$ cat config.mk
export PLATFORM = sky130hd
export DESIGN_NAME = sma_pulse_ctrl_flat
export DESIGN_NICKNAME = d
export VERILOG_FILES = /design/src/rtl/sma_pulse_ctrl_if.sv /design/src/rtl/sma_pulse_ctrl.sv /design/src/flat_wrapper.sv
export SDC_FILE = /design/constraint.sdc
export NUM_CORES = 1
export LEC_CHECK = 0
export ABC_AREA = 1
export CORE_ASPECT_RATIO = 1.2
export CORE_MARGIN = 5
export CORE_UTILIZATION = 53
export CTS_CLUSTER_DIAMETER = 80
export CTS_CLUSTER_SIZE = 20
export DETAILED_ROUTE_END_ITERATION = 12
export PLACE_DENSITY = 0.85
export RECOVER_POWER = 50
export SLEW_MARGIN = 20
export SYNTH_ARGS = -nofsm -noshare
export SYNTH_HDL_FRONTEND = slang
export SYNTH_SLANG_ARGS = --single-unit
$ cat constraint.sdc
create_clock -name clk -period 2.4 [get_ports clk]
set_input_delay 0.24 -clock clk [delete_from_list [all_inputs] [get_ports clk]]
set_output_delay 0.24 -clock clk [all_outputs]
set_load 0.01 [all_outputs]
$ cat src/rtl/sma_pulse_ctrl_if.sv
// Avalon-MM slave bus bundle for the SMA pulse controller: address, select,
// write strobe and data going in, combinational read data coming back.
interface sma_pulse_ctrl_if;
  logic [1:0]  address;
  logic        chipselect;
  logic        write_n;
  logic [31:0] writedata;
  logic [31:0] readdata;

  modport master (
    output address, chipselect, write_n, writedata,
    input  readdata
  );

  modport slave (
    input  address, chipselect, write_n, writedata,
    output readdata
  );
endinterface

$ cat src/rtl/sma_pulse_ctrl.sv
// Programmable pulse-train generator for the SMA output pin. Software sets
// PERIOD/HIGH/COUNT over the bus, then START runs the train from shadow copies.
module sma_pulse_ctrl #(
  parameter int CNT_W = 16
) (
  input  logic             clk,
  input  logic             reset_n,
  sma_pulse_ctrl_if.slave  bus,
  output logic             out_port,
  output logic             irq
);

  typedef enum logic [1:0] {
    IDLE  = 2'd0,
    ACT   = 2'd1,
    INACT = 2'd2
  } state_t;

  state_t           state, state_nxt;
  logic [CNT_W-1:0] period_reg, high_reg, count_reg;
  logic [CNT_W-1:0] sh_period, sh_high, sh_count;
  logic [CNT_W-1:0] phase, phase_nxt;
  logic [CNT_W-1:0] pulse_cnt, pulse_nxt;
  logic             idle_level, idle_level_nxt;
  logic             irq_en, done, err;
  logic             load_shadow, set_done, set_err;
  logic             wr, wr_ctrl, start_req, stop_req, cfg_ok, busy, out_nxt;
  logic             unused_wdata;

  assign wr        = bus.chipselect && !bus.write_n;
  assign wr_ctrl   = wr && (bus.address == 2'd0);
  assign start_req = wr_ctrl && bus.writedata[0];
  assign stop_req  = wr_ctrl && bus.writedata[1];
  assign cfg_ok    = (period_reg >= CNT_W'(2)) && (high_reg != '0) && (high_reg < period_reg);
  assign busy      = (state != IDLE);
  assign irq       = done && irq_en;
  assign unused_wdata = ^bus.writedata;

  // A level written in this cycle drives out_port at the same edge, so a
  // running train flips polarity without waiting for its next phase change.
  assign idle_level_nxt = wr_ctrl ? bus.writedata[2] : idle_level;
  assign out_nxt        = (state_nxt == ACT) ? ~idle_level_nxt : idle_level_nxt;

  always_ff @(posedge clk or negedge reset_n) begin
    if (!reset_n) begin
      state <= IDLE;
    end else begin
      state <= state_nxt;
    end
  end

  // phase counts cycles within the current period; STOP overrides everything.
  always_comb begin
    state_nxt   = state;
    phase_nxt   = phase;
    pulse_nxt   = pulse_cnt;
    load_shadow = 1'b0;
    set_done    = 1'b0;
    set_err     = 1'b0;
    if (stop_req) begin
      state_nxt = IDLE;
    end else begin
      case (state)
        IDLE: begin
          if (start_req) begin
            if (cfg_ok) begin
              state_nxt   = ACT;
              phase_nxt   = '0;
              pulse_nxt   = '0;
              load_shadow = 1'b1;
            end else begin
              set_err = 1'b1;
            end
          end
        end
        ACT: begin
          phase_nxt = phase + CNT_W'(1);
          if (phase == sh_high - CNT_W'(1)) begin
            state_nxt = INACT;
          end
        end
        INACT: begin
          if (phase == sh_period - CNT_W'(1)) begin
            phase_nxt = '0;
            pulse_nxt = pulse_cnt + CNT_W'(1);
            if ((sh_count != '0) && (pulse_nxt == sh_count)) begin
              state_nxt = IDLE;
              set_done  = 1'b1;
            end else begin
              state_nxt = ACT;
            end
          end else begin
            phase_nxt = phase + CNT_W'(1);
          end
        end
        default: state_nxt = IDLE;
      endcase
    end
  end

  always_ff @(posedge clk or negedge reset_n) begin
    if (!reset_n) begin
      period_reg <= '0;
      high_reg   <= '0;
      count_reg  <= '0;
      sh_period  <= '0;
      sh_high    <= '0;
      sh_count   <= '0;
      phase      <= '0;
      pulse_cnt  <= '0;
      idle_level <= 1'b0;
      irq_en     <= 1'b0;
      done       <= 1'b0;
      err        <= 1'b0;
      out_port   <= 1'b0;
    end else begin
      phase      <= phase_nxt;
      pulse_cnt  <= pulse_nxt;
      idle_level <= idle_level_nxt;
      out_port   <= out_nxt;
      // A flag being set wins over its clear strobe in the same cycle.
      done <= set_done || (done && !(wr_ctrl && bus.writedata[4]));
      err  <= set_err  || (err  && !(wr_ctrl && bus.writedata[5]));
      if (wr_ctrl) begin
        irq_en <= bus.writedata[3];
      end
      if (wr && bus.address == 2'd1) period_reg <= bus.writedata[CNT_W-1:0];
      if (wr && bus.address == 2'd2) high_reg   <= bus.writedata[CNT_W-1:0];
      if (wr && bus.address == 2'd3) count_reg  <= bus.writedata[CNT_W-1:0];
      if (load_shadow) begin
        sh_period <= period_reg;
        sh_high   <= high_reg;
        sh_count  <= count_reg;
      end
    end
  end

  always_comb begin
    bus.readdata = '0;
    case (bus.address)
      2'd0:    bus.readdata = {26'd0, err, done, irq_en, idle_level, 1'b0, busy};
      2'd1:    bus.readdata = 32'(period_reg);
      2'd2:    bus.readdata = 32'(high_reg);
      default: bus.readdata = 32'(count_reg);
    endcase
  end

endmodule

$ cat src/flat_wrapper.sv
// flat-port wrapper written by rule: the top's interface ports become plain ports
module sma_pulse_ctrl_flat 
#(
  parameter int CNT_W = 16
)
  (clk, reset_n, out_port, irq, bus_address, bus_chipselect, bus_write_n, bus_writedata, bus_readdata);
  sma_pulse_ctrl_if bus_i ();
  input  logic clk;
  input  logic reset_n;
  output logic out_port;
  output logic irq;
  input wire logic [$bits(bus_i.address)-1:0] bus_address;
  input wire logic [$bits(bus_i.chipselect)-1:0] bus_chipselect;
  input wire logic [$bits(bus_i.write_n)-1:0] bus_write_n;
  input wire logic [$bits(bus_i.writedata)-1:0] bus_writedata;
  output wire logic [$bits(bus_i.readdata)-1:0] bus_readdata;
  assign bus_i.address = bus_address;
  assign bus_i.chipselect = bus_chipselect;
  assign bus_i.write_n = bus_write_n;
  assign bus_i.writedata = bus_writedata;
  assign bus_readdata = bus_i.readdata;
  sma_pulse_ctrl #(.CNT_W(CNT_W)) u_core (.clk(clk), .reset_n(reset_n), .bus(bus_i), .out_port(out_port), .irq(irq));
endmodule
==> results of run 1 <==
cells in the mapped netlist (15+ instances only):
| cell type | instances |
|---|---|
| nor2_1 | 94 |
| xnor2_1 | 16 |
| ha_1 | 23 |
| o21ai_0 | 116 |
| xor2_1 | 16 |
| buf_2 | 15 |
| inv_1 | 147 |
| nand2_1 | 369 |
| nand4_1 | 22 |
| buf_4 | 18 |
| dfrtp_1 | 135 |
| a21oi_1 | 18 |
| nand3_1 | 75 |
area by class of cell:
| type | instances | area share, % |
|---|---|---|
| clock buffers | 19 | 4.26 |
| clock inverters | 13 | 1.29 |
| inverters | 150 | 5.41 |
| multi-input cells | 865 | 44.1 |
| flip-flops and latches | 135 | 32.5 |
| well taps | 212 | 2.55 |
| repair buffers | 115 | 9.85 |
through the flow:
stage	instances	util (%)	power (mW)	setup slack [ns]	TNS [ns]
floorplan	1198	-	5.71	0.190	0
global placement	1468	59.6	6.73	-0.0779	-0.580
detailed placement	1468	59.6	6.86	-0.197	-6.03
CTS	1505	63.7	9.55	0.0106	0
global route	1509	64.7	10.4	-0.208	-7.61
finish	1509	64.7	9.78	-0.0709	-0.249
logic make-up (layout without fill, tap and decap cells):
group / Yosys count / count (layout) / synth area share (%)
mux: 4 / 4 / 0.524
buf+inv: 198 / 297 / 9.75
simple gates: 606 / 606 / 30.5
other cells: 1 / 16 / 0.0437
fa+ha+maj: 23 / 23 / 3.35
xor+xnor: 35 / 35 / 4.05
compound gates: 181 / 181 / 12.5
flops: 135 / 135 / 39.3
power groups by stage:
stage / Combinational, mW / Sequential, mW / Clock [mW]
floorplan: 2.41 / 3.30 / 0
global placement: 3.34 / 3.39 / 0
detailed placement: 3.44 / 3.41 / 0
CTS: 3.59 / 3.38 / 2.59
global route: 4.22 / 3.48 / 2.71
finish: 3.79 / 3.41 / 2.58
worst paths after layout:
| check | start | end | depth (start not counted) |
|---|---|---|---|
| worst max-delay path | u_core.high_reg[13] | u_core.sh_high[11] | 12 |
| worst min-delay path | bus_writedata[9] | u_core.count_reg[9] | 3 |
| worst max register to register | u_core.high_reg[13] | u_core.sh_high[11] | 12 |
| worst min register to register | u_core.period_reg[10] | u_core.period_reg[10] | 2 |
| max in group asynchronous | reset_n | u_core.pulse_cnt[14] | 3 |
| min in group asynchronous | reset_n | u_core.pulse_cnt[0] | 2 |
worst max-delay path, delay by kind of cell, from the launching register on:
| kind | cells | cell delay (ns) |
|---|---|---|
| AOI/OAI and AO/OA | 2 | 0.36 |
| muxes | 1 | 0.35 |
| DFF | 1 | 0.42 |
| buffers and inverters | 1 | 0.15 |
| and+or+nand+nor | 7 | 0.80 |
| adders and majority gates | 1 | 0.26 |
layer usage:
metal  part of all wire [%]  routed length, µm
met5                      0                  0
met4                    6.8               1680
met3                    7.7               1920
met2                     47              11600
met1                     39               9570
repair_timing:
| item | in CTS | in global routing |
|---|---|---|
| gates resized for setup | 13 | 46 |
| pin swaps | 2 | 9 |
| hold endpoints to repair | 61 | 0 |
| buffers inserted | 3 | 4 |
| endpoints found under the setup margin | 66 | 97 |
| cloned | 1 | 0 |
| hold buffers | 1 | 0 |
==> reports/qor.csv, run 1 <==
metric;value;unit
drc violations;0;
DR iter-0 viols;778;
row count;51;
Congestion Overflow GR;0;
met3 usage;4.46;%
area grow syn2layout;21.1;%
slowest CP cell;dfrtp_1;
clock root cell;clkbuf_16;
Final Cycle Share;103;%
leakage power;4.88;nW
Gate power share;38.8;%
VDD IR max;0.629;mV
area of the multi-input gates;4590;µm²
commonest non-fill, non-tap cell in the layout;nand2_1;
Power Density;941;nW/µm²
CTS tree;yes;
Slew HR;-7.15;%
grt peak-use layer;met2;
Hold WC Path Type;primary input to flip-flop;
Pre-Repair DR Iteration Count;5;
maxcap violations;1;
CTS buffer count;17;
CP cell instances;ha_4, a21oi_2, nor2_1, a211oi_2, nand3_1, nor2_1, nand2_2, nor2_2, nand2_2, nor2_4, buf_12, mux2_2;
Worst R2R Setup Slack;-0.07;ns
initial antenna violation count;0;
Reg area;3380;µm²
number of synthesized flops with an enable pin;0;
Final Critical Period;2.47;ns
Skew-Pair Late Insertion Delay;0.43;ns
FF+latch count, synth;135;
post-synth top area share;39.3;%
Async SR Flop Fraction;100;%
commonest cells after routing, fill and taps aside;nand2_1, inv_1, dfrtp_1, o21ai_0, nor2_1;
Net Sw Frac;39.5;%
run status;complete, but fails checks;
PnR worst setup slack;-0.0709;ns
Startpoint Class;flip-flop;
GP Congestion;1.01;
main area contributors after synthesis;dfrtp_1, nand2_1, o21ai_0, inv_1, nand3_1;
fill count;1244;
total wire length;24700;µm
Final Max Tran Viols;64;
hold slack;0.452;ns
count of buffers from port buffering;39;
largest net degree at the start of global routing;65;
Die Footprint;18900;µm²
slowest stage delay, CP;0.42;ns
global routing met2 resource utilization;43.5;%
fin nets;1345;
Cell Area, Placed;9590;µm²
Mapped Area;8590;µm²
met1 GRT Util;32.4;%
Mapped Avg Cell Area;7.26;µm²
Crit Path Max Fanout;10;
CP required;2.71;ns
fmax;405;MHz
first-pass GRT wire length;39800;µm
Synth area leader;dfrtp_1;
Hold Vio Cnt, Final;0;
Top Ports;72;
worst slew pin tran;1.61;ns
chip width;126;µm
Worst Setup End Kind;flip-flop;
routed len/inst;16.4;µm
failing checks;max-capacitance violations, max-slew violations, negative setup slack;
area of the core;16100;µm²
Sink Count;135;
power share of the sequential group;34.8;%
die outline height;149;µm
Final ANT Viol Nets;0;
via count;8480;
vias in the first global route;8117;
worst endpoint data arrival time;2.78;ns
HPWL after DPL;18100;µm
via/cell ratio;5.62;
clock share of power;26.4;%
Initial Utilization;53.4;%
post-route cell area;10400;µm²
Clock transition at path regs;0.06;ns
Most used DFF post-synth;dfrtp_1;
Setup Skew;0.00966;ns
Syn Inst Count;1183;
NetSw;3.86;mW
ANT cells;0;
Finish-stage setup viols;10;
RSZ-0062 raised after global routing;yes;
H-tree levels;4;
Max Root-Sink Buffers;2;
layout cells sized above 1;13.6;%
CP Class;flip-flop to flip-flop;
synth unique cells;44;
Total GRT Usage;26.6;%
register area share after synthesis;39.3;%
synth warn;0;
Int Power;5.92;mW
Note: power is estimated with default switching activity, not from simulation.
==> run 2: changes to the inputs <==
--- a/config.mk
+++ b/config.mk
@@ -5,14 +5,14 @@
 export SDC_FILE = /design/constraint.sdc
 export NUM_CORES = 1
 export LEC_CHECK = 0
-export ABC_AREA = 1
+export ABC_AREA = 0
 export CORE_ASPECT_RATIO = 1.2
 export CORE_MARGIN = 5
-export CORE_UTILIZATION = 53
+export CORE_UTILIZATION = 45
 export CTS_CLUSTER_DIAMETER = 80
 export CTS_CLUSTER_SIZE = 20
 export DETAILED_ROUTE_END_ITERATION = 12
-export PLACE_DENSITY = 0.85
+export PLACE_DENSITY = 0.75
 export RECOVER_POWER = 50
 export SLEW_MARGIN = 20
 export SYNTH_ARGS = -nofsm -noshare
==> run 2 against run 1 <==
Effect of this change:
- the run ends with negative setup slack left
- die area increased by 14%
- utilization increased by 2.4 points
- synthesized cell count decreased by 29%
- setup slack got worse by 0.71 ns
- global-route usage decreased by 0.18 points
- area after synthesis decreased by 2.0%
- sequential power increased by 6%
- routed wire length increased by 36%
- first-iteration DRC count increased by 26%
- flip-flop and latch count unchanged
- maximum frequency decreased by 22%
- critical endpoint is now u_core.state[0]
- highest routed layer unchanged
==> reports/qor.csv, run 2 <==
metric;value;unit;change
Synth area leader;dfrtp_1;;unchanged
vias in the first global route;8284;;was 8117
Power Density;1070;nW/µm²;was 941 nW/µm²
main area contributors after synthesis;dfrtp_1, mux2_2, xnor2_1, a22o_1, ha_1;;was dfrtp_1, nand2_1, o21ai_0, inv_1, nand3_1
layout cells sized above 1;42.9;%;was 13.6%
DR iter-0 viols;983;;was 778
Skew-Pair Late Insertion Delay;0.44;ns;was 0.43 ns
Max Root-Sink Buffers;2;;unchanged
H-tree levels;4;;unchanged
synth unique cells;70;;was 44
Mapped Area;8420;µm²;was 8590 µm²
routed len/inst;24.5;µm;was 16.4 µm
GP Congestion;0.919;;was 1.01
Final ANT Viol Nets;0;;unchanged
Congestion Overflow GR;0;;unchanged
FF+latch count, synth;135;;unchanged
Total GRT Usage;26.4;%;was 26.6%
drc violations;0;;unchanged
area grow syn2layout;45.9;%;was 21.1%
first-pass GRT wire length;44800;µm;was 39800 µm
commonest non-fill, non-tap cell in the layout;buf_4;;was nand2_1
maxcap violations;0;;was 1
Startpoint Class;flip-flop;;unchanged
run status;complete, but fails checks;;unchanged
Layout Utilization;67.0;%;was 64.7%
Final Max Tran Viols;0;;was 64
leakage power;5.57;nW;was 4.88 nW
HPWL after DPL;19100;µm;was 18100 µm
Die Footprint;21500;µm²;was 18900 µm²
slowest stage delay, CP;0.61;ns;was 0.42 ns
CP required;2.70;ns;was 2.71 ns
commonest cells after routing, fill and taps aside;buf_4, dfrtp_1, nand2_1, mux2_2, mux2_4;;was nand2_1, inv_1, dfrtp_1, o21ai_0, nor2_1
Initial Utilization;46.0;%;was 53.4%
Pre-Repair DR Iteration Count;8;;was 5
chip width;135;µm;was 126 µm
Syn Inst Count;843;;was 1183
Async SR Flop Fraction;100;%;unchanged
post-synth top area share;40.1;%;was 39.3%
Reg area;3380;µm²;unchanged
Most used DFF post-synth;dfrtp_1;;unchanged
CP Class;flip-flop to flip-flop;;unchanged
Top Ports;72;;unchanged
Hold WC Path Type;primary input to flip-flop;;unchanged
fmax;314;MHz;was 405 MHz
worst endpoint data arrival time;3.48;ns;was 2.78 ns
Slew HR;5.12;%;was -7.15%
worst slew pin tran;1.42;ns;was 1.61 ns
fin nets;1168;;was 1345
fill count;1143;;was 1244
CTS tree;yes;;unchanged
count of buffers from port buffering;39;;unchanged
most used cell, CP;buf_4;;
via/cell ratio;6.42;;was 5.62
synth warn;0;;unchanged
Sink Count;135;;unchanged
Setup Skew;0.0145;ns;was 0.00966 ns
area of the multi-input gates;5310;µm²;was 4590 µm²
row count;54;;was 51
ANT cells;0;;unchanged
Mapped Avg Cell Area;9.98;µm²;was 7.26 µm²
CTS buffer count;17;;unchanged
PnR worst setup slack;-0.780;ns;was -0.0709 ns
CP cell instances;or4_4, nor4_4, buf_4, xnor2_1, mux2i_1, a211oi_1, a21boi_1, o21ai_1, buf_4, buf_4, a31oi_2;;was ha_4, a21oi_2, nor2_1, a211oi_2, nand3_1, nor2_1, nand2_2, nor2_2, nand2_2, nor2_4, buf_12, mux2_2
failing checks;negative setup slack;;was max-capacitance violations, max-slew violations, negative setup slack
area of the core;18300;µm²;was 16100 µm²
number of synthesized flops with an enable pin;0;;unchanged
die outline height;160;µm;was 149 µm
Hold Vio Cnt, Final;0;;unchanged
total wire length;33700;µm;was 24700 µm
post-route cell area;12300;µm²;was 10400 µm²
slowest CP cell;or4_4;;was dfrtp_1
Crit Path Max Fanout;4;;was 10
RSZ-0062 raised after global routing;yes;;unchanged
via count;8812;;was 8480
Final Cycle Share;133;%;was 103%
Finish-stage setup viols;85;;was 10
VDD IR max;0.778;mV;was 0.629 mV
register area share after synthesis;40.1;%;was 39.3%
initial antenna violation count;0;;unchanged
largest net degree at the start of global routing;52;;was 65
most frequent cell after synthesis;dfrtp_1;;was nand2_1
Final Critical Period;3.18;ns;was 2.47 ns
Post-synth top cells;dfrtp_1, mux2_2, nand2_1, o21ai_0, xnor2_1;;was nand2_1, inv_1, dfrtp_1, o21ai_0, nor2_1
Cell Area, Placed;10800;µm²;was 9590 µm²
Worst Setup End Kind;flip-flop;;unchanged
Clock transition at path regs;0.07;ns;was 0.06 ns
clock root cell;clkbuf_16;;unchanged
## run 2: changes by cell type after synthesis, moves of 38 or more
cell     before  now
inv_1       147   31
mux2_2        4   88
nand3_1      75   23
a22o_1        0   38
o21ai_0     116   49
nand2_1     369   63
nor2_1       94   29
## run 2: worst paths after layout
| check | startpoint | slack [ns] | cells past startpoint | to |
|---|---|---|---|---|
| min in group asynchronous | reset_n | 0.69 | 2 | u_core.high_reg[3] |
| max in group asynchronous | reset_n | 0.47 | 3 | u_core.sh_period[3] |
| min reg2reg | u_core.err | 0.55 | 1 | u_core.err |
| min | bus_writedata[10] | 0.43 | 3 | u_core.period_reg[10] |
| max | u_core.sh_high[2] | -0.78 | 11 | u_core.state[0] |
| max reg2reg | u_core.sh_high[2] | -0.78 | 11 | u_core.state[0] |
## run 2: critical path, delay by kind of cell, from the launching register on
kind | cells | cell delay, ns
AND/OR/NAND/NOR | 2 | 0.97
multiplexers | 1 | 0.09
XOR/XNOR | 1 | 0.12
buffers and inverters | 3 | 0.44
AO/OA/AOI/OAI | 4 | 0.97
flip-flops | 1 | 0.43
## run 2: layout make-up
cell class              count  area share, %
inverters                  31          0.948
multi-input cells         629           43.3
clock inverters            15           1.24
repair buffers            293           21.0
flip-flops and latches    135           27.5
well taps                 252           2.57
clock buffers              17           3.47
## run 2: cells by family (layout without fill, tap and decap cells)
group	count (synthesis)	in the layout	share of synthesized area, %
and+or+nand+nor	263	264	17.3
AOI/OAI and AO/OA	168	168	13.8
DFF	135	135	40.1
muxes	97	97	13.6
buffers and inverters	95	356	5.32
xor gates and xnor gates	61	61	6.35
adders and majority gates	23	23	3.42
other	1	16	0.0446
## run 2: layer usage
| layer | share of wire, % | global-route usage, % |
|---|---|---|
| met5 | 0 | 0 |
| met4 | 9.4 | 17.9 |
| met2 | 47 | 43.5 |
| met3 | 10 | 4.63 |
| met1 | 34 | 31.2 |
## run 2: timing repair
| item | 4_1_cts | 5_1_grt |
|---|---|---|
| gates cloned | 2 | 7 |
| pin swaps | 31 | 32 |
| endpoints found under the setup margin | 85 | 85 |
| gates resized for setup | 92 | 62 |
| buffers inserted | 15 | 10 |
| hold endpoints to repair | 46 | 0 |
| hold buffers | 1 | 0 |
## run 2: where the power goes
group          switching, mW  internal, mW
clock                   1.24          1.39
combinational           3.33          3.52
sequential             0.698          2.91
total                   5.27          7.82
## run 2: stage by stage
step / total power [mW] / hold slack, ns / std cells / setup slack [ns] / TNS, ns
floorplan: 6.52 / -0.0556 / 858 / -0.358 / -14.17
global placement: 8.90 / 0.219 / 1305 / -0.447 / -25.62
detailed placement: 9.09 / 0.216 / 1305 / -0.547 / -32.35
CTS: 12.2 / 0.328 / 1355 / -0.479 / -30.60
global route: 13.5 / 0.445 / 1372 / -0.770 / -42.24
finish: 13.1 / 0.427 / 1372 / -0.780 / -37.84
